$ cat config.mk
export PLATFORM = sky130hd
export DESIGN_NAME = parking_ctrl_v2_flat
export DESIGN_NICKNAME = d
export VERILOG_FILES = /design/src/rtl/parking_pkg.sv /design/src/rtl/parking_ctrl_v2_if.sv /design/src/rtl/parking_hour_clock.sv /design/src/rtl/parking_ctrl_v2.sv /design/src/flat_wrapper.sv
export SDC_FILE = /design/constraint.sdc
export NUM_CORES = 1
export LEC_CHECK = 0
export ABC_AREA = 0
export CAP_MARGIN = 5
export CORE_UTILIZATION = 61
export CTS_CLUSTER_DIAMETER = 80
export DETAILED_ROUTE_END_ITERATION = 16
export GPL_ROUTABILITY_DRIVEN = 0
export PLACE_DENSITY = 0.84
export SLEW_MARGIN = 25
export SYNTH_ARGS = -nofsm -noshare
export SYNTH_HDL_FRONTEND = slang
export SYNTH_SLANG_ARGS = --single-unit
$ cat constraint.sdc
create_clock -name clock -period 16.3 [get_ports clock]
set_input_delay 4.89 -clock clock [delete_from_list [all_inputs] [get_ports clock]]
set_output_delay 4.89 -clock clock [all_outputs]
set_load 0.03 [all_outputs]
$ cat src/rtl/parking_pkg.sv
// Shared definitions for the two-class parking controller: car class encoding,
// day length and the uni capacity schedule.
package parking_pkg;

  typedef enum logic {
    CLS_FREE = 1'b0,
    CLS_UNI  = 1'b1
  } car_class_e;

  localparam int HOURS_PER_DAY = 24;

  // Uni capacity for a given hour: flat before shrink_start, then one step
  // lower per hour (the first reduced hour already loses one step), floored.
  function automatic int uni_cap_at(input int hour, input int cap_start,
                                    input int cap_end, input int step,
                                    input int shrink_start);
    int cap;
    if (hour < shrink_start) return cap_start;
    cap = cap_start - step * (hour - shrink_start + 1);
    return (cap < cap_end) ? cap_end : cap;
  endfunction

endpackage

$ cat src/rtl/parking_ctrl_v2_if.sv
// Event and status bundle of the parking controller. The environment drives
// entries/exits through master; the controller presents occupancy through slave.
interface parking_ctrl_v2_if #(
  parameter int CNT_W  = 10,
  parameter int HOUR_W = 5
);

  logic              car_entered;
  logic              is_uni_car_entered;
  logic              car_exited;
  logic              is_uni_car_exited;
  logic [HOUR_W-1:0] hour;
  logic [CNT_W-1:0]  uni_parked_car;
  logic [CNT_W-1:0]  free_parked_car;
  logic [CNT_W-1:0]  uni_overflow_car;
  logic [CNT_W-1:0]  uni_vacated_space;
  logic [CNT_W-1:0]  free_vacated_space;
  logic              uni_is_vacated_space;
  logic              free_is_vacated_space;
  logic              ja_nist;
  logic              faulty_exit;

  modport master (
    output car_entered, is_uni_car_entered, car_exited, is_uni_car_exited,
    input  hour, uni_parked_car, free_parked_car, uni_overflow_car,
           uni_vacated_space, free_vacated_space, uni_is_vacated_space,
           free_is_vacated_space, ja_nist, faulty_exit
  );

  modport slave (
    input  car_entered, is_uni_car_entered, car_exited, is_uni_car_exited,
    output hour, uni_parked_car, free_parked_car, uni_overflow_car,
           uni_vacated_space, free_vacated_space, uni_is_vacated_space,
           free_is_vacated_space, ja_nist, faulty_exit
  );

endinterface

$ cat src/rtl/parking_hour_clock.sv
// Hour prescaler and hour-of-day counter; derives the current and next-hour
// capacities of both pools from the uni capacity schedule.
module parking_hour_clock
  import parking_pkg::*;
#(
  parameter int CNT_W           = 10,
  parameter int HOUR_W          = 5,
  parameter int TOTAL_CAP       = 700,
  parameter int UNI_CAP_START   = 500,
  parameter int UNI_CAP_END     = 200,
  parameter int UNI_STEP        = 50,
  parameter int START_HOUR      = 8,
  parameter int SHRINK_START    = 13,
  parameter int CYCLES_PER_HOUR = 16
) (
  input  logic              clock,
  input  logic              reset,
  output logic [HOUR_W-1:0] hour,
  output logic [CNT_W-1:0]  uni_cap,
  output logic [CNT_W-1:0]  free_cap,
  output logic [CNT_W-1:0]  uni_cap_nxt,
  output logic [CNT_W-1:0]  free_cap_nxt
);

  localparam int TICK_W = (CYCLES_PER_HOUR > 1) ? $clog2(CYCLES_PER_HOUR) : 1;
  localparam logic [TICK_W-1:0] TICK_LAST = TICK_W'(CYCLES_PER_HOUR - 1);
  localparam logic [HOUR_W-1:0] HOUR_LAST = HOUR_W'(HOURS_PER_DAY - 1);

  logic [TICK_W-1:0] tick;
  logic [HOUR_W-1:0] hour_nxt;
  logic              wrap;

  assign wrap = (tick == TICK_LAST);

  // NOTE: combinational blocks assign a default first so no path leaves the
  // output unassigned, which would otherwise infer a latch.
  always_comb begin
    hour_nxt = hour;
    if (wrap) hour_nxt = (hour == HOUR_LAST) ? '0 : hour + 1'b1;
  end

  // NOTE: registers use non-blocking assignments so every flop samples the
  // pre-edge values regardless of statement order.
  always_ff @(posedge clock or negedge reset) begin
    if (!reset) begin
      tick <= '0;
      hour <= HOUR_W'(START_HOUR);
    end else begin
      tick <= wrap ? '0 : tick + 1'b1;
      hour <= hour_nxt;
    end
  end

  assign uni_cap      = CNT_W'(uni_cap_at(int'(hour), UNI_CAP_START, UNI_CAP_END,
                                          UNI_STEP, SHRINK_START));
  assign uni_cap_nxt  = CNT_W'(uni_cap_at(int'(hour_nxt), UNI_CAP_START, UNI_CAP_END,
                                          UNI_STEP, SHRINK_START));
  assign free_cap     = CNT_W'(TOTAL_CAP) - uni_cap;
  assign free_cap_nxt = CNT_W'(TOTAL_CAP) - uni_cap_nxt;

endmodule

$ cat src/rtl/parking_ctrl_v2.sv
// Two-class parking occupancy controller with an hour-driven capacity schedule.
// Define UNI_OVERFLOW_EN to let uni cars rejected by a full uni pool park in free spaces.
module parking_ctrl_v2
  import parking_pkg::*;
#(
  parameter int CNT_W           = 10,
  parameter int HOUR_W          = 5,
  parameter int TOTAL_CAP       = 700,
  parameter int UNI_CAP_START   = 500,
  parameter int UNI_CAP_END     = 200,
  parameter int UNI_STEP        = 50,
  parameter int START_HOUR      = 8,
  parameter int SHRINK_START    = 13,
  parameter int CYCLES_PER_HOUR = 16
) (
  input  logic             clock,
  input  logic             reset,
  parking_ctrl_v2_if.slave bus
);

  localparam logic [CNT_W-1:0] RST_UNI_CAP =
    CNT_W'(uni_cap_at(START_HOUR, UNI_CAP_START, UNI_CAP_END, UNI_STEP, SHRINK_START));
  localparam logic [CNT_W-1:0] RST_FREE_CAP = CNT_W'(TOTAL_CAP) - RST_UNI_CAP;

  logic [HOUR_W-1:0] hour;
  logic [CNT_W-1:0]  uni_cap, free_cap, uni_cap_nxt, free_cap_nxt;

  parking_hour_clock #(
    .CNT_W          (CNT_W),
    .HOUR_W         (HOUR_W),
    .TOTAL_CAP      (TOTAL_CAP),
    .UNI_CAP_START  (UNI_CAP_START),
    .UNI_CAP_END    (UNI_CAP_END),
    .UNI_STEP       (UNI_STEP),
    .START_HOUR     (START_HOUR),
    .SHRINK_START   (SHRINK_START),
    .CYCLES_PER_HOUR(CYCLES_PER_HOUR)
  ) u_hour_clock (
    .clock       (clock),
    .reset       (reset),
    .hour        (hour),
    .uni_cap     (uni_cap),
    .free_cap    (free_cap),
    .uni_cap_nxt (uni_cap_nxt),
    .free_cap_nxt(free_cap_nxt)
  );

  logic [CNT_W-1:0] uni_cnt, free_cnt, ovf_cnt, uni_vac, free_vac;
  logic             uni_is_vac, free_is_vac, ja_nist_q, faulty_q;

  logic [CNT_W:0] uni_w, free_w, ovf_w, uni_vac_w, free_vac_w;
  logic           reject, fault;
  car_class_e     entry_cls, exit_cls;

  assign entry_cls = car_class_e'(bus.is_uni_car_entered);
  assign exit_cls  = car_class_e'(bus.is_uni_car_exited);

  function automatic logic [CNT_W-1:0] sat(input logic [CNT_W:0] v);
    return v[CNT_W] ? '1 : v[CNT_W-1:0];
  endfunction

  // Exit is resolved before entry so a departing car frees room for an
  // arrival in the same cycle; admission uses the capacity of the current hour.
  always_comb begin
    uni_w  = {1'b0, uni_cnt};
    free_w = {1'b0, free_cnt};
`ifdef UNI_OVERFLOW_EN
    ovf_w  = {1'b0, ovf_cnt};
`else
    ovf_w  = '0;
`endif
    reject = 1'b0;
    fault  = 1'b0;

    if (bus.car_exited) begin
      if (exit_cls == CLS_UNI) begin
`ifdef UNI_OVERFLOW_EN
        if (ovf_w != '0)      ovf_w = ovf_w - 1'b1;
        else if (uni_w != '0) uni_w = uni_w - 1'b1;
        else                  fault = 1'b1;
`else
        if (uni_w != '0) uni_w = uni_w - 1'b1;
        else             fault = 1'b1;
`endif
      end else begin
        if (free_w != '0) free_w = free_w - 1'b1;
        else              fault  = 1'b1;
      end
    end

    if (bus.car_entered) begin
      if (entry_cls == CLS_UNI) begin
        if (uni_w < {1'b0, uni_cap}) uni_w = uni_w + 1'b1;
`ifdef UNI_OVERFLOW_EN
        else if (free_w + ovf_w < {1'b0, free_cap}) ovf_w = ovf_w + 1'b1;
`endif
        else reject = 1'b1;
      end else begin
        if (free_w + ovf_w < {1'b0, free_cap}) free_w = free_w + 1'b1;
        else                                   reject = 1'b1;
      end
    end
  end

  // Vacancy is reported against the capacity of the hour that follows the edge.
  always_comb begin
    uni_vac_w  = '0;
    free_vac_w = '0;
    if ({1'b0, uni_cap_nxt} > uni_w) uni_vac_w = {1'b0, uni_cap_nxt} - uni_w;
    if ({1'b0, free_cap_nxt} > free_w + ovf_w)
      free_vac_w = {1'b0, free_cap_nxt} - free_w - ovf_w;
  end

  always_ff @(posedge clock or negedge reset) begin
    if (!reset) begin
      uni_cnt     <= '0;
      free_cnt    <= '0;
      ovf_cnt     <= '0;
      uni_vac     <= RST_UNI_CAP;
      free_vac    <= RST_FREE_CAP;
      uni_is_vac  <= (RST_UNI_CAP != '0);
      free_is_vac <= (RST_FREE_CAP != '0);
      ja_nist_q   <= 1'b0;
      faulty_q    <= 1'b0;
    end else begin
      uni_cnt     <= sat(uni_w);
      free_cnt    <= sat(free_w);
      ovf_cnt     <= sat(ovf_w);
      uni_vac     <= sat(uni_vac_w);
      free_vac    <= sat(free_vac_w);
      uni_is_vac  <= (uni_vac_w != '0);
      free_is_vac <= (free_vac_w != '0);
      ja_nist_q   <= reject;
      faulty_q    <= fault;
    end
  end

  assign bus.hour                  = hour;
  assign bus.uni_parked_car        = uni_cnt;
  assign bus.free_parked_car       = free_cnt;
  assign bus.uni_overflow_car      = ovf_cnt;
  assign bus.uni_vacated_space     = uni_vac;
  assign bus.free_vacated_space    = free_vac;
  assign bus.uni_is_vacated_space  = uni_is_vac;
  assign bus.free_is_vacated_space = free_is_vac;
  assign bus.ja_nist               = ja_nist_q;
  assign bus.faulty_exit           = faulty_q;

endmodule

$ cat src/flat_wrapper.sv
// flat-port wrapper written by rule: the top's interface ports become plain ports
module parking_ctrl_v2_flat import parking_pkg::*;
#(
  parameter int CNT_W           = 10,
  parameter int HOUR_W          = 5,
  parameter int TOTAL_CAP       = 700,
  parameter int UNI_CAP_START   = 500,
  parameter int UNI_CAP_END     = 200,
  parameter int UNI_STEP        = 50,
  parameter int START_HOUR      = 8,
  parameter int SHRINK_START    = 13,
  parameter int CYCLES_PER_HOUR = 16
)
  (clock, reset, bus_car_entered, bus_is_uni_car_entered, bus_car_exited, bus_is_uni_car_exited, bus_hour, bus_uni_parked_car, bus_free_parked_car, bus_uni_overflow_car, bus_uni_vacated_space, bus_free_vacated_space, bus_uni_is_vacated_space, bus_free_is_vacated_space, bus_ja_nist, bus_faulty_exit);
  parking_ctrl_v2_if #(.CNT_W(CNT_W), .HOUR_W(HOUR_W)) bus_i ();
  input  logic clock;
  input  logic reset;
  input wire logic [$bits(bus_i.car_entered)-1:0] bus_car_entered;
  input wire logic [$bits(bus_i.is_uni_car_entered)-1:0] bus_is_uni_car_entered;
  input wire logic [$bits(bus_i.car_exited)-1:0] bus_car_exited;
  input wire logic [$bits(bus_i.is_uni_car_exited)-1:0] bus_is_uni_car_exited;
  output wire logic [$bits(bus_i.hour)-1:0] bus_hour;
  output wire logic [$bits(bus_i.uni_parked_car)-1:0] bus_uni_parked_car;
  output wire logic [$bits(bus_i.free_parked_car)-1:0] bus_free_parked_car;
  output wire logic [$bits(bus_i.uni_overflow_car)-1:0] bus_uni_overflow_car;
  output wire logic [$bits(bus_i.uni_vacated_space)-1:0] bus_uni_vacated_space;
  output wire logic [$bits(bus_i.free_vacated_space)-1:0] bus_free_vacated_space;
  output wire logic [$bits(bus_i.uni_is_vacated_space)-1:0] bus_uni_is_vacated_space;
  output wire logic [$bits(bus_i.free_is_vacated_space)-1:0] bus_free_is_vacated_space;
  output wire logic [$bits(bus_i.ja_nist)-1:0] bus_ja_nist;
  output wire logic [$bits(bus_i.faulty_exit)-1:0] bus_faulty_exit;
  assign bus_i.car_entered = bus_car_entered;
  assign bus_i.is_uni_car_entered = bus_is_uni_car_entered;
  assign bus_i.car_exited = bus_car_exited;
  assign bus_i.is_uni_car_exited = bus_is_uni_car_exited;
  assign bus_hour = bus_i.hour;
  assign bus_uni_parked_car = bus_i.uni_parked_car;
  assign bus_free_parked_car = bus_i.free_parked_car;
  assign bus_uni_overflow_car = bus_i.uni_overflow_car;
  assign bus_uni_vacated_space = bus_i.uni_vacated_space;
  assign bus_free_vacated_space = bus_i.free_vacated_space;
  assign bus_uni_is_vacated_space = bus_i.uni_is_vacated_space;
  assign bus_free_is_vacated_space = bus_i.free_is_vacated_space;
  assign bus_ja_nist = bus_i.ja_nist;
  assign bus_faulty_exit = bus_i.faulty_exit;
  parking_ctrl_v2 #(.CNT_W(CNT_W), .HOUR_W(HOUR_W), .TOTAL_CAP(TOTAL_CAP), .UNI_CAP_START(UNI_CAP_START), .UNI_CAP_END(UNI_CAP_END), .UNI_STEP(UNI_STEP), .START_HOUR(START_HOUR), .SHRINK_START(SHRINK_START), .CYCLES_PER_HOUR(CYCLES_PER_HOUR)) u_core (.clock(clock), .reset(reset), .bus(bus_i));
endmodule
-- Word-level counts from Yosys, hierarchy flattened
Cells that the tools add are included.
- output and inout port bits: 59
- word-level logic and storage cells: 79
- input bits: 6
- flip-flop bits (word level): 53
- $mul: 2
- equal/unequal tests: 2
- reductions and logical operators: 4
- magnitude comparators: 8
- multiplexer cells: 37
- add/subtract/negate cells: 16
- operator list (cell ; count):
    2-to-1 mux 11 bit ; 14
    2-to-1 mux 10 bit ; 8
    less-than comparator 15 x 9 -> 1 bit, second input constant ; 2
    subtractor 10 x 14 -> 15 bit, first input constant ; 2
    multiplier 6 x 7 -> 13 bit, first input constant ; 2
    adder 11 x 1 -> 11 bit, second input constant ; 2
    > comparator 10 x 11 -> 1 bit ; 2
    less-than comparator 11 x 10 -> 1 bit ; 2
    nonzero test 11 bit ; 2
    subtractor 10 x 1 -> 11 bit, second input constant ; 2
    subtractor 10 x 11 -> 11 bit ; 2
    nonzero test 10 bit ; 2
    subtractor 10 bit, first input constant ; 2
    2-to-1 mux 9 bit ; 2
    adder 6 x 2 -> 7 bit, second input constant ; 2
    subtractor 5 x 4 -> 6 bit, second input constant ; 2
    less-than comparator 5 x 4 -> 1 bit, second input constant ; 2
    2-to-1 mux 1 bit ; 10
    2-to-1 mux 5 bit ; 2
    adder 5 x 1 -> 5 bit, second input constant ; 1
    == test 5 bit, second input constant ; 1
    adder 4 x 1 -> 4 bit, second input constant ; 1
    == test 4 bit, second input constant ; 1
    2-to-1 mux 4 bit ; 1

-- Longest topological paths before layout
Gate-level depths: netlist (run 1).
- depth in word-level cells: 15
- gate-level depth with buffers: 52
- depth with buffers taken out: 49

-- Hierarchy
Synthesis (run 1) repeated with hierarchy kept, for this count alone.
- cells, all modules: 906
- area total of the unflattened synthesis: 7453.4 um^2
- modules (own cells, without submodules) (module ; area an instance (um^2) ; cells each ; instances ; sequential area each (um^2)):
    parking_ctrl_v2 ; 3978.8 ; 468 ; 1 ; 1114.8
    parking_hour_clock ; 3474.6 ; 438 ; 1 ; 226.5

-- Least setup slack after synthesis (run 1)
Ideal clock, no wire load.
- kind: register to register
- start: register u_core.u_hour_clock.hour[0]
- end: register u_core.free_vac[9], in the netlist u_core.bus.free_vacated_space[9]
- path slack: 5.985 ns
- cell stages (with the launch flop): 53
- clock period less this slack: 10.315 ns
- setup time: 0.094 ns
- arrival: 10.222 ns
- path through: dfrtp_1 -> buf_2 -> inv_1 -> ha_1 -> buf_6 -> nor2b_4 -> o21ai_0 -> nand2_1 -> o21ai_0 -> xnor2_1 -> ha_1 -> inv_1 -> fa_1 -> inv_1 -> ha_1 -> inv_1 -> fa_1 -> nand2b_1 -> [17 not listed] -> a21o_1 -> and2_1 -> nor2_1 -> a2111oi_0 -> nand2_1 -> inv_1 -> fa_1 -> nor2b_1 -> o21ai_0 -> nand2b_1 -> a21o_1 -> a21o_1 -> a31oi_1 -> nor2b_1 -> o21ai_0 -> nand2b_1 -> and2_1 -> a211oi_1
- longest elaborated chain between the ends: 15
- elaborated cells on any way between the ends: 34
- ends and longest elaborated chain (what ; RTL line ; source):
    start, declared ; parking_hour_clock.sv:18 ; output logic [HOUR_W-1:0] hour,
    start signal, assigned ; parking_hour_clock.sv:47 ; hour <= HOUR_W'(START_HOUR);
    start signal, assigned ; parking_hour_clock.sv:50 ; hour <= hour_nxt;
    subtractor 5 x 4 -> 6 bit ; parking_pkg.sv:19 ; cap = cap_start - step * (hour - shrink_start + 1);
    adder 6 x 2 -> 7 bit ; parking_pkg.sv:19 ;
    multiplier 6 x 7 -> 13 bit ; parking_pkg.sv:19 ;
    subtractor 10 x 14 -> 15 bit ; parking_pkg.sv:19 ;
    less-than comparator 15 x 9 -> 1 bit ; parking_pkg.sv:20 ; return (cap < cap_end) ? cap_end : cap;
    2-to-1 mux 10 bit ; parking_pkg.sv:20 ;
    2-to-1 mux 10 bit ; parking_pkg.sv:19 ;
    subtractor 10 bit ; parking_hour_clock.sv:58 ; assign free_cap = CNT_W'(TOTAL_CAP) - uni_cap;
    less-than comparator 11 x 10 -> 1 bit ; parking_ctrl_v2.sv:99 ; if (free_w + ovf_w < {1'b0, free_cap}) free_w = free_w + 1'b1;
    2-to-1 mux 11 bit ; parking_ctrl_v2.sv:99 ;
    2-to-1 mux 11 bit ; parking_ctrl_v2.sv:92 ; if (entry_cls == CLS_UNI) begin
    2-to-1 mux 11 bit ; parking_ctrl_v2.sv:91 ; if (bus.car_entered) begin
    subtractor 10 x 11 -> 11 bit or > comparator 10 x 11 -> 1 bit (tied branches) ; parking_ctrl_v2.sv:111, parking_ctrl_v2.sv:110 ;
    2-to-1 mux 11 bit (*) ; parking_ctrl_v2.sv:110 ; if ({1'b0, free_cap_nxt} > free_w + ovf_w)
    2-to-1 mux 10 bit (*) ; parking_ctrl_v2.sv:59 ; return v[CNT_W] ? '1 : v[CNT_W-1:0];
    end signal, assigned ; parking_ctrl_v2.sv:130 ; free_vac <= sat(free_vac_w);
    end, declared ; parking_ctrl_v2.sv:48 ; logic [CNT_W-1:0] uni_cnt, free_cnt, ovf_cnt, uni_vac, free_vac;
Mark *: on every way between the ends. The rest lies on a longest branch, timed or not.

-- Worst setup path after layout (run 1)
- start: input port bus_is_uni_car_exited
- end: register u_core.uni_is_vac, in the netlist u_core.bus.uni_is_vacated_space
- longest elaborated chain between the ends: 9
- elaborated cells on any way between the ends: 11
- ends and longest elaborated chain (what ; RTL line ; source):
    start, declared ; flat_wrapper.sv:21 ; input wire logic [$bits(bus_i.is_uni_car_exited)-1:0] bus_is_uni_car_exited;
    2-to-1 mux 11 bit (*) ; parking_ctrl_v2.sv:76 ; if (exit_cls == CLS_UNI) begin
    2-to-1 mux 11 bit (*) ; parking_ctrl_v2.sv:75 ; if (bus.car_exited) begin
    adder 11 x 1 -> 11 bit or less-than comparator 11 x 10 -> 1 bit (tied branches) ; parking_ctrl_v2.sv:93 ; if (uni_w < {1'b0, uni_cap}) uni_w = uni_w + 1'b1;
    2-to-1 mux 11 bit ; parking_ctrl_v2.sv:93 ;
    2-to-1 mux 11 bit ; parking_ctrl_v2.sv:92 ;
    2-to-1 mux 11 bit (*) ; parking_ctrl_v2.sv:91 ;
    subtractor 10 x 11 -> 11 bit or > comparator 10 x 11 -> 1 bit (tied branches) ; parking_ctrl_v2.sv:109 ; if ({1'b0, uni_cap_nxt} > uni_w) uni_vac_w = {1'b0, uni_cap_nxt} - uni_w;
    2-to-1 mux 11 bit (*) ; parking_ctrl_v2.sv:109 ;
    nonzero test 11 bit (*) ; parking_ctrl_v2.sv:131 ; uni_is_vac <= (uni_vac_w != '0);
    end signal, assigned ; parking_ctrl_v2.sv:121 ; uni_is_vac <= (RST_UNI_CAP != '0);
    end signal, assigned ; parking_ctrl_v2.sv:131 ;
    end, declared ; parking_ctrl_v2.sv:49 ; logic uni_is_vac, free_is_vac, ja_nist_q, faulty_q;
Marked as above.

==> flow_metrics.env, run 1 <==
export IMPL_vias=6505
export IMPL_synthesized_area_fraction_occupied_by_ao_oa_aoi_and_oai_cells=0.188
export IMPL_crit_path_max_fanout=13
export IMPL_endpoint_kind="flop"
export IMPL_worstReg2RegStart="u_core.u_hour_clock.hour[0]"
export IMPL_final_critical_path_time_including_i_o_delays_and_setup_ps=11540
export IMPL_synthDistinctLibCells=85
export IMPL_postCtsSetupRepairBufs=0
export IMPL_aggregate_routed_wire_length_um=16700
export IMPL_nNetsFinal=1043
export IMPL_postRouteAntennaNets=0
export IMPL_worst_hold_path_type="flop to flop"
export IMPL_first_global_vias=6116
export IMPL_cts_hold_repair_buffers=0
export IMPL_required_ps=16520
export IMPL_post_synth_instance_area_um2=7190
export IMPL_routed_wire_length_per_instance_um=15.4
export IMPL_post_synth_cell_area_avg_um2=8.04
export IMPL_clock_latency_ps=290
export IMPL_power_static_leakage_nw=3.53
export IMPL_layout_cells_most_common="sky130_fd_sc_hd__ha_1"
export IMPL_cts_buffer_depth=2
export IMPL_fmax_mhz=86.7
export IMPL_number_of_enable_flip_flop_cells_after_synthesis=0
export IMPL_finalHoldWorstSlack_ps=498
export IMPL_vias_per_cell=6.02
export IMPL_slew_viol_final=0
export IMPL_floorplan_initialDensity=0.627
export IMPL_hold_viol_final=0
export IMPL_setup_violations_final=0
export IMPL_synthAdderAreaFrac=0.189
export IMPL_fin_skew_ps=5.54
export IMPL_yosys_area_share_simple=0.229
export IMPL_num_antenna_cells=0
export IMPL_globalRouteOverflowTotal=0
export IMPL_outcome="finished clean"
export IMPL_floorplan_rows=39
export IMPL_path_class="input pin to flop"
export IMPL_ys_dominant_reg_cell="sky130_fd_sc_hd__dfrtp_1"
export IMPL_worstSetupStartpoint="bus_is_uni_car_exited"
export IMPL_flip_flop_and_latch_count_after_synthesis=53
export IMPL_antenna_violations_before_repair=0
export IMPL_xor_xnor_cell_area_share_of_the_yosys_netlist=0.114
export IMPL_root_buffer="sky130_fd_sc_hd__clkbuf_16"
export IMPL_clkSlewWorstSetupHoldPaths_ps=70
export IMPL_synth_sequential_area_ratio=0.186
export IMPL_ctsResizeCount=0
export IMPL_core_region_area_um2=11500
export IMPL_data_arrival_time_of_the_critical_path_ps=11760
export IMPL_dominant_combinational_cell_family_by_area_after_synthesis="simple AND/OR/NAND/NOR gates"
export IMPL_hpwlAfterDp_um=13200
export IMPL_final_min_period_over_clock_period=0.708
export IMPL_drt_iter0_markers=443
export IMPL_max_transition_margin=0.334
export IMPL_port_buffer_count=54
export IMPL_grt_pass1_wl_um=28200
export IMPL_worstMarginPinSlew_ps=990
export IMPL_grt_start_max_net_pins=54
export IMPL_yosys_mux_area_fraction=0.0245
export IMPL_design_portCount=65
export IMPL_dr_pass1_iters=6
export IMPL_globalRouteTotalUtil=0.274
export IMPL_cts_htree_levels=2
export IMPL_cts_inserted_buffers=5
export IMPL_chipHeight_um=111
export IMPL_fin_setup_tns_ps=0
export IMPL_yosysWarnings=0
export IMPL_ys_async_sr_fraction=1.00
export IMPL_post_route_drc_count=0
export IMPL_cellPowerDensity_nw_per_um2=149
export IMPL_synth_cells=895
export IMPL_drive_above_1_share=0.0566
export IMPL_tritoncts="yes"
export IMPL_clkSinkCount=53
export IMPL_ir_drop_mv=0.147
export IMPL_final_cell_mix="sky130_fd_sc_hd__ha_1 (90), sky130_fd_sc_hd__nand2_1 (80), sky130_fd_sc_hd__inv_1 (77), sky130_fd_sc_hd__nor2_1 (60), sky130_fd_sc_hd__a21oi_1 (59)"
export IMPL_max_cap_violations=0
export IMPL_hold_path_startpoint="u_core.u_hour_clock.tick[0]"
export IMPL_rsz0062_at_grt="false"
export IMPL_die_x_um=111
export IMPL_worstSetupStartpointType="input pin"
export IMPL_flow_area_growth_from_synthesis_pct=9.85
export IMPL_floorplan_die_area_um2=12200
[metal layers]
| metal | track usage | wire [um] | vias up |
|---|---|---|---|
| li1 | - | - | 3232 |
| met5 | 0 | 0 | - |
| met2 | 0.472 | 7960 | 216 |
| met4 | 0.0702 | 277 | 0 |
| met1 | 0.366 | 7620 | 3026 |
| met3 | 0.0302 | 825 | 31 |
[state kept, by name (all words and copies together) (netlist names)]
register	count
u_core.bus.free_parked_car	10
u_core.bus.free_is_vacated_space	1
u_core.bus.ja_nist	1
u_core.bus.uni_parked_car	10
u_core.bus.uni_is_vacated_space	1
u_core.u_hour_clock.tick	4
u_core.bus.uni_vacated_space	10
u_core.bus.faulty_exit	1
u_core.u_hour_clock.hour	5
u_core.bus.free_vacated_space	10
[cell usage after synthesis (11+ instances only)]
library cell	number	share of area
sky130_fd_sc_hd__o21ai_0	45	0.031
sky130_fd_sc_hd__a21oi_1	59	0.041
sky130_fd_sc_hd__nor3_1	33	0.023
sky130_fd_sc_hd__nor2_1	60	0.031
sky130_fd_sc_hd__ha_1	90	0.16
sky130_fd_sc_hd__nand4_1	11	0.0096
sky130_fd_sc_hd__dfstp_2	12	0.044
sky130_fd_sc_hd__inv_1	77	0.040
sky130_fd_sc_hd__fa_1	11	0.031
sky130_fd_sc_hd__clkbuf_1	11	0.0057
sky130_fd_sc_hd__mux2i_1	15	0.021
sky130_fd_sc_hd__nand2_1	80	0.042
sky130_fd_sc_hd__dfrtp_1	41	0.14
sky130_fd_sc_hd__nor2b_1	12	0.010
sky130_fd_sc_hd__nand2b_1	11	0.0096
sky130_fd_sc_hd__xor2_1	31	0.038
sky130_fd_sc_hd__a21o_1	18	0.019
sky130_fd_sc_hd__and2_1	13	0.011
sky130_fd_sc_hd__xnor2_1	58	0.071
sky130_fd_sc_hd__nand3_1	22	0.015
[logic make-up after synthesis]
kind of cell               Yosys count
AOI/OAI and AO/OA                  207
adders and majority gates          102
and+or+nand+nor                    315
DFF                                 53
muxes                               17
buffers and inverters              109
xor gates and xnor gates            91
other                                1
[where the power goes]
part	internal (mW)	switching (mW)
logic	0.325	0.510
registers	0.196	0.0381
clock network	0.0572	0.0512
[cell type report]
cell class	count	area (um^2)
clock inverter	2	15.0
multi-input combinational	742	5400
timing repair buffer	55	543
tap	143	179
inverter	79	297
clock buffer	6	129
fill	941	3570
sequential	53	1340
[worst paths after layout]
kind,cells past startpoint,endpoint,slack (ps)
worst max-delay path,26,u_core.bus.uni_is_vacated_space,4760
worst min-delay path,1,u_core.u_hour_clock.tick[0],500
max in group asynchronous,2,u_core.u_hour_clock.hour[4],11130
min in group asynchronous,2,u_core.bus.free_vacated_space[0],4710
worst max register to register,49,u_core.bus.free_vacated_space[9],4830
worst min register to register,1,u_core.u_hour_clock.tick[0],500
[stage by stage]
| step | worst slack (ps) | cells | util | area (um^2) | power (mW) |
|---|---|---|---|---|---|
| detailed placement | 4710 | 1072 | 0.676 | 7760 | 1.05 |
| finish | 4760 | 1080 | 0.689 | 7900 | 1.18 |
| global placement | 4910 | 1072 | 0.676 | 7750 | 1.04 |
| floorplan | 5980 | 904 | - | 7230 | 0.837 |
| CTS | 4880 | 1080 | 0.689 | 7900 | 1.17 |
| global route | 3850 | 1080 | 0.689 | 7900 | 1.26 |
[worst max-delay path, stage by stage]
cell and delay [ps]:
sky130_fd_sc_hd__clkdlybuf4s50_1 500, sky130_fd_sc_hd__nand2_1 140, sky130_fd_sc_hd__or3_1 420, sky130_fd_sc_hd__o21a_1 180, sky130_fd_sc_hd__a21oi_1 350, sky130_fd_sc_hd__inv_1 160
sky130_fd_sc_hd__ha_1 350, sky130_fd_sc_hd__a21o_1 200, sky130_fd_sc_hd__a211o_1 300, sky130_fd_sc_hd__or3_1 330, sky130_fd_sc_hd__o31ai_1 320, sky130_fd_sc_hd__o2111ai_1 210
sky130_fd_sc_hd__o32ai_4 650, sky130_fd_sc_hd__nand4_2 280, sky130_fd_sc_hd__xnor2_1 230, sky130_fd_sc_hd__ha_1 420, sky130_fd_sc_hd__a21oi_1 100, sky130_fd_sc_hd__o21bai_1 260
sky130_fd_sc_hd__a21oi_1 110, sky130_fd_sc_hd__o21bai_1 320, sky130_fd_sc_hd__a21o_1 170, sky130_fd_sc_hd__a21oi_1 60, sky130_fd_sc_hd__nor2b_1 170, sky130_fd_sc_hd__a311o_1 150
sky130_fd_sc_hd__nand3_2 250, sky130_fd_sc_hd__a31oi_1 240
No activity file was read; power rests on OpenSTA's default activity.
==> run 2: changes to the inputs <==
--- a/config.mk
+++ b/config.mk
@@ -7,11 +7,11 @@
 export LEC_CHECK = 0
 export ABC_AREA = 0
 export CAP_MARGIN = 5
-export CORE_UTILIZATION = 61
+export CORE_UTILIZATION = 54
 export CTS_CLUSTER_DIAMETER = 80
 export DETAILED_ROUTE_END_ITERATION = 16
 export GPL_ROUTABILITY_DRIVEN = 0
-export PLACE_DENSITY = 0.84
+export PLACE_DENSITY = 0.79
 export SLEW_MARGIN = 25
 export SYNTH_ARGS = -nofsm -noshare
 export SYNTH_HDL_FRONTEND = slang
==> constraint.sdc (replaced) <==
create_clock -name clock -period 10.5 [get_ports clock]
set_input_delay 3.15 -clock clock [delete_from_list [all_inputs] [get_ports clock]]
set_output_delay 3.15 -clock clock [all_outputs]
set_load 0.03 [all_outputs]
==> flow_metrics.env, run 2 (synthesis results as in run 1) <==
export IMPL_endpoint_kind="flop"
export IMPL_ir_drop_mv=0.152
export IMPL_fin_setup_tns_ps=0
export IMPL_max_cap_violations=0
export IMPL_setup_violations_final=0
export IMPL_path_class="flop to flop"
export IMPL_cellPowerDensity_nw_per_um2=228
export IMPL_rsz0062_at_grt="false"
export IMPL_vias=6462
export IMPL_worst_hold_path_type="flop to flop"
export IMPL_drt_iter0_markers=507
export IMPL_met3_usage=0.0365
export IMPL_fmax_mhz=102
export IMPL_busiest_layer="met2"
export IMPL_clkSinkCount=53
export IMPL_clkSlewWorstSetupHoldPaths_ps=70
export IMPL_grt_met1_usage=0.322
export IMPL_port_buffer_count=54
export IMPL_cts_htree_levels=2
export IMPL_final_critical_path_time_including_i_o_delays_and_setup_ps=9790
export IMPL_worstMarginPinSlew_ps=733
export IMPL_first_global_vias=6047
export IMPL_post_route_drc_count=0
export IMPL_cts_hold_repair_buffers=0
export IMPL_number_of_inserted_filler_cells_in_the_final_layout=1135
export IMPL_finalHoldWorstSlack_ps=490
export IMPL_design_portCount=65
export IMPL_hold_viol_final=0
export IMPL_nNetsFinal=1054
export IMPL_area_used_by_multi_input_combinational_logic_um2=5440
export IMPL_required_ps=10710
export IMPL_final_min_period_over_clock_period=0.932
export IMPL_regArea_um2=1340
export IMPL_postRouteAntennaNets=0
export IMPL_chipHeight_um=117
export IMPL_cts_buffer_depth=2
export IMPL_drive_above_1_share=0.0738
export IMPL_rr_endpoint="u_core.bus.free_vacated_space[9]"
export IMPL_core_region_area_um2=12800
export IMPL_worstReg2RegStart="u_core.u_hour_clock.hour[1]"
export IMPL_hpwlAfterDp_um=13400
export IMPL_slew_viol_final=0
export IMPL_tritoncts="yes"
export IMPL_power_static_leakage_nw=3.59
export IMPL_routed_wire_length_per_instance_um=14.9
export IMPL_timing_critical_path_slowest_stage_cell="sky130_fd_sc_hd__or4b_4"
export IMPL_grt_pass1_wl_um=28400
export IMPL_vias_per_cell=5.77
export IMPL_floorplan_die_area_um2=13800
export IMPL_grt_start_max_net_pins=54
export IMPL_crit_path_max_fanout=10
export IMPL_worstRegToRegCells=46
export IMPL_outcome="finished clean"
export IMPL_die_x_um=117
export IMPL_hold_path_startpoint="u_core.u_hour_clock.tick[0]"
export IMPL_floorplan_rows=41
export IMPL_final_cell_mix="sky130_fd_sc_hd__ha_1 (89), sky130_fd_sc_hd__nand2_1 (80), sky130_fd_sc_hd__inv_1 (77), sky130_fd_sc_hd__nor2_1 (60)"
export IMPL_layout_cells_most_common="sky130_fd_sc_hd__ha_1"
export IMPL_min_path_cells=1
export IMPL_floorplan_initialDensity=0.561
export IMPL_timing_reg2reg_setup_slack_ps=710
export IMPL_worstSetupStartpoint="u_core.u_hour_clock.hour[1]"
export IMPL_final_cell_utilization_of_the_core=0.629
export IMPL_data_arrival_time_of_the_critical_path_ps=10000
export IMPL_antenna_violations_before_repair=0
export IMPL_clock_latency_ps=310
export IMPL_fin_skew_ps=9.73
export IMPL_root_buffer="sky130_fd_sc_hd__clkbuf_16"
export IMPL_globalRouteOverflowTotal=0
export IMPL_flow_area_growth_from_synthesis_pct=12.1
export IMPL_holdPathEnd="u_core.u_hour_clock.tick[0]"
export IMPL_use_met2=0.424
export IMPL_critical_path_max_stage_delay_ps=500
export IMPL_max_transition_margin=0.505
export IMPL_num_antenna_cells=0
export IMPL_dr_pass1_iters=5
export IMPL_worstSetupStartpointType="flop"
export IMPL_aggregate_routed_wire_length_um=16700
export IMPL_globalRouteTotalUtil=0.248
export IMPL_cts_inserted_buffers=5
run 2: changes by cell type in the layout (fill, tap and decap cells not counted), sizes merged:
cell | before | now
buf | 2 | 13
run 2: power breakdown:
group	leakage [nW]	internal [mW]	switching, mW	total (mW)
combinational	2.89	0.521	0.784	1.30
clock	0.0631	0.0887	0.0812	0.170
sequential	0.633	0.304	0.0609	0.365
total	3.59	0.913	0.926	1.84
run 2: routing by layer:
layer  up-vias  share of wire
li1       3265              -
met1      2985           0.45
met2       182           0.48
met3        30          0.054
met4         0          0.017
met5         -              0
run 2: worst max-delay path, delay by kind of cell (launching register included):
kind	cells	cell delay, ps
xor gates and xnor gates	2	400
adders and majority gates	8	2580
AOI/OAI and AO/OA	16	2750
and+or+nand+nor	15	3030
DFF	1	460
buffers and inverters	4	300
muxes	1	140
run 2: layout make-up:
class,count,share of cell area
sequential,53,0.166
clock buffer,6,0.0160
timing repair buffer,66,0.0776
inverter,79,0.0368
tap,172,0.0267
multi-input combinational,742,0.675
clock inverter,2,0.00186
run 2: how the worst max path moves through the flow:
stage                                       endpoint  slack [ps]
global placement    u_core.bus.free_vacated_space[9]         350
CTS                 u_core.bus.free_vacated_space[9]          10
floorplan           u_core.bus.free_vacated_space[9]         180
global route        u_core.bus.free_vacated_space[9]          50
detailed placement  u_core.bus.free_vacated_space[9]         -40
finish              u_core.bus.free_vacated_space[9]         710
run 2: what timing repair did:
action / CTS / global route
cloned: 0 / 0
setup buffers: 0 / 5
setup endpoints to repair: 1 / 22
resized for setup: 1 / 10
pin swaps: 0 / 3
run 2: stage by stage:
step	power, mW	setup WS, ps	cell area [um^2]	cells
3_3_place_gp	1.62	353	7830	1107
4_1_cts	1.82	10.9	7980	1115
5_1_grt	1.99	53.8	8060	1120
2_1_floorplan	1.30	185	7230	904
3_5_place_dp	1.64	-35.3	7830	1107
6_report	1.84	714	8060	1120
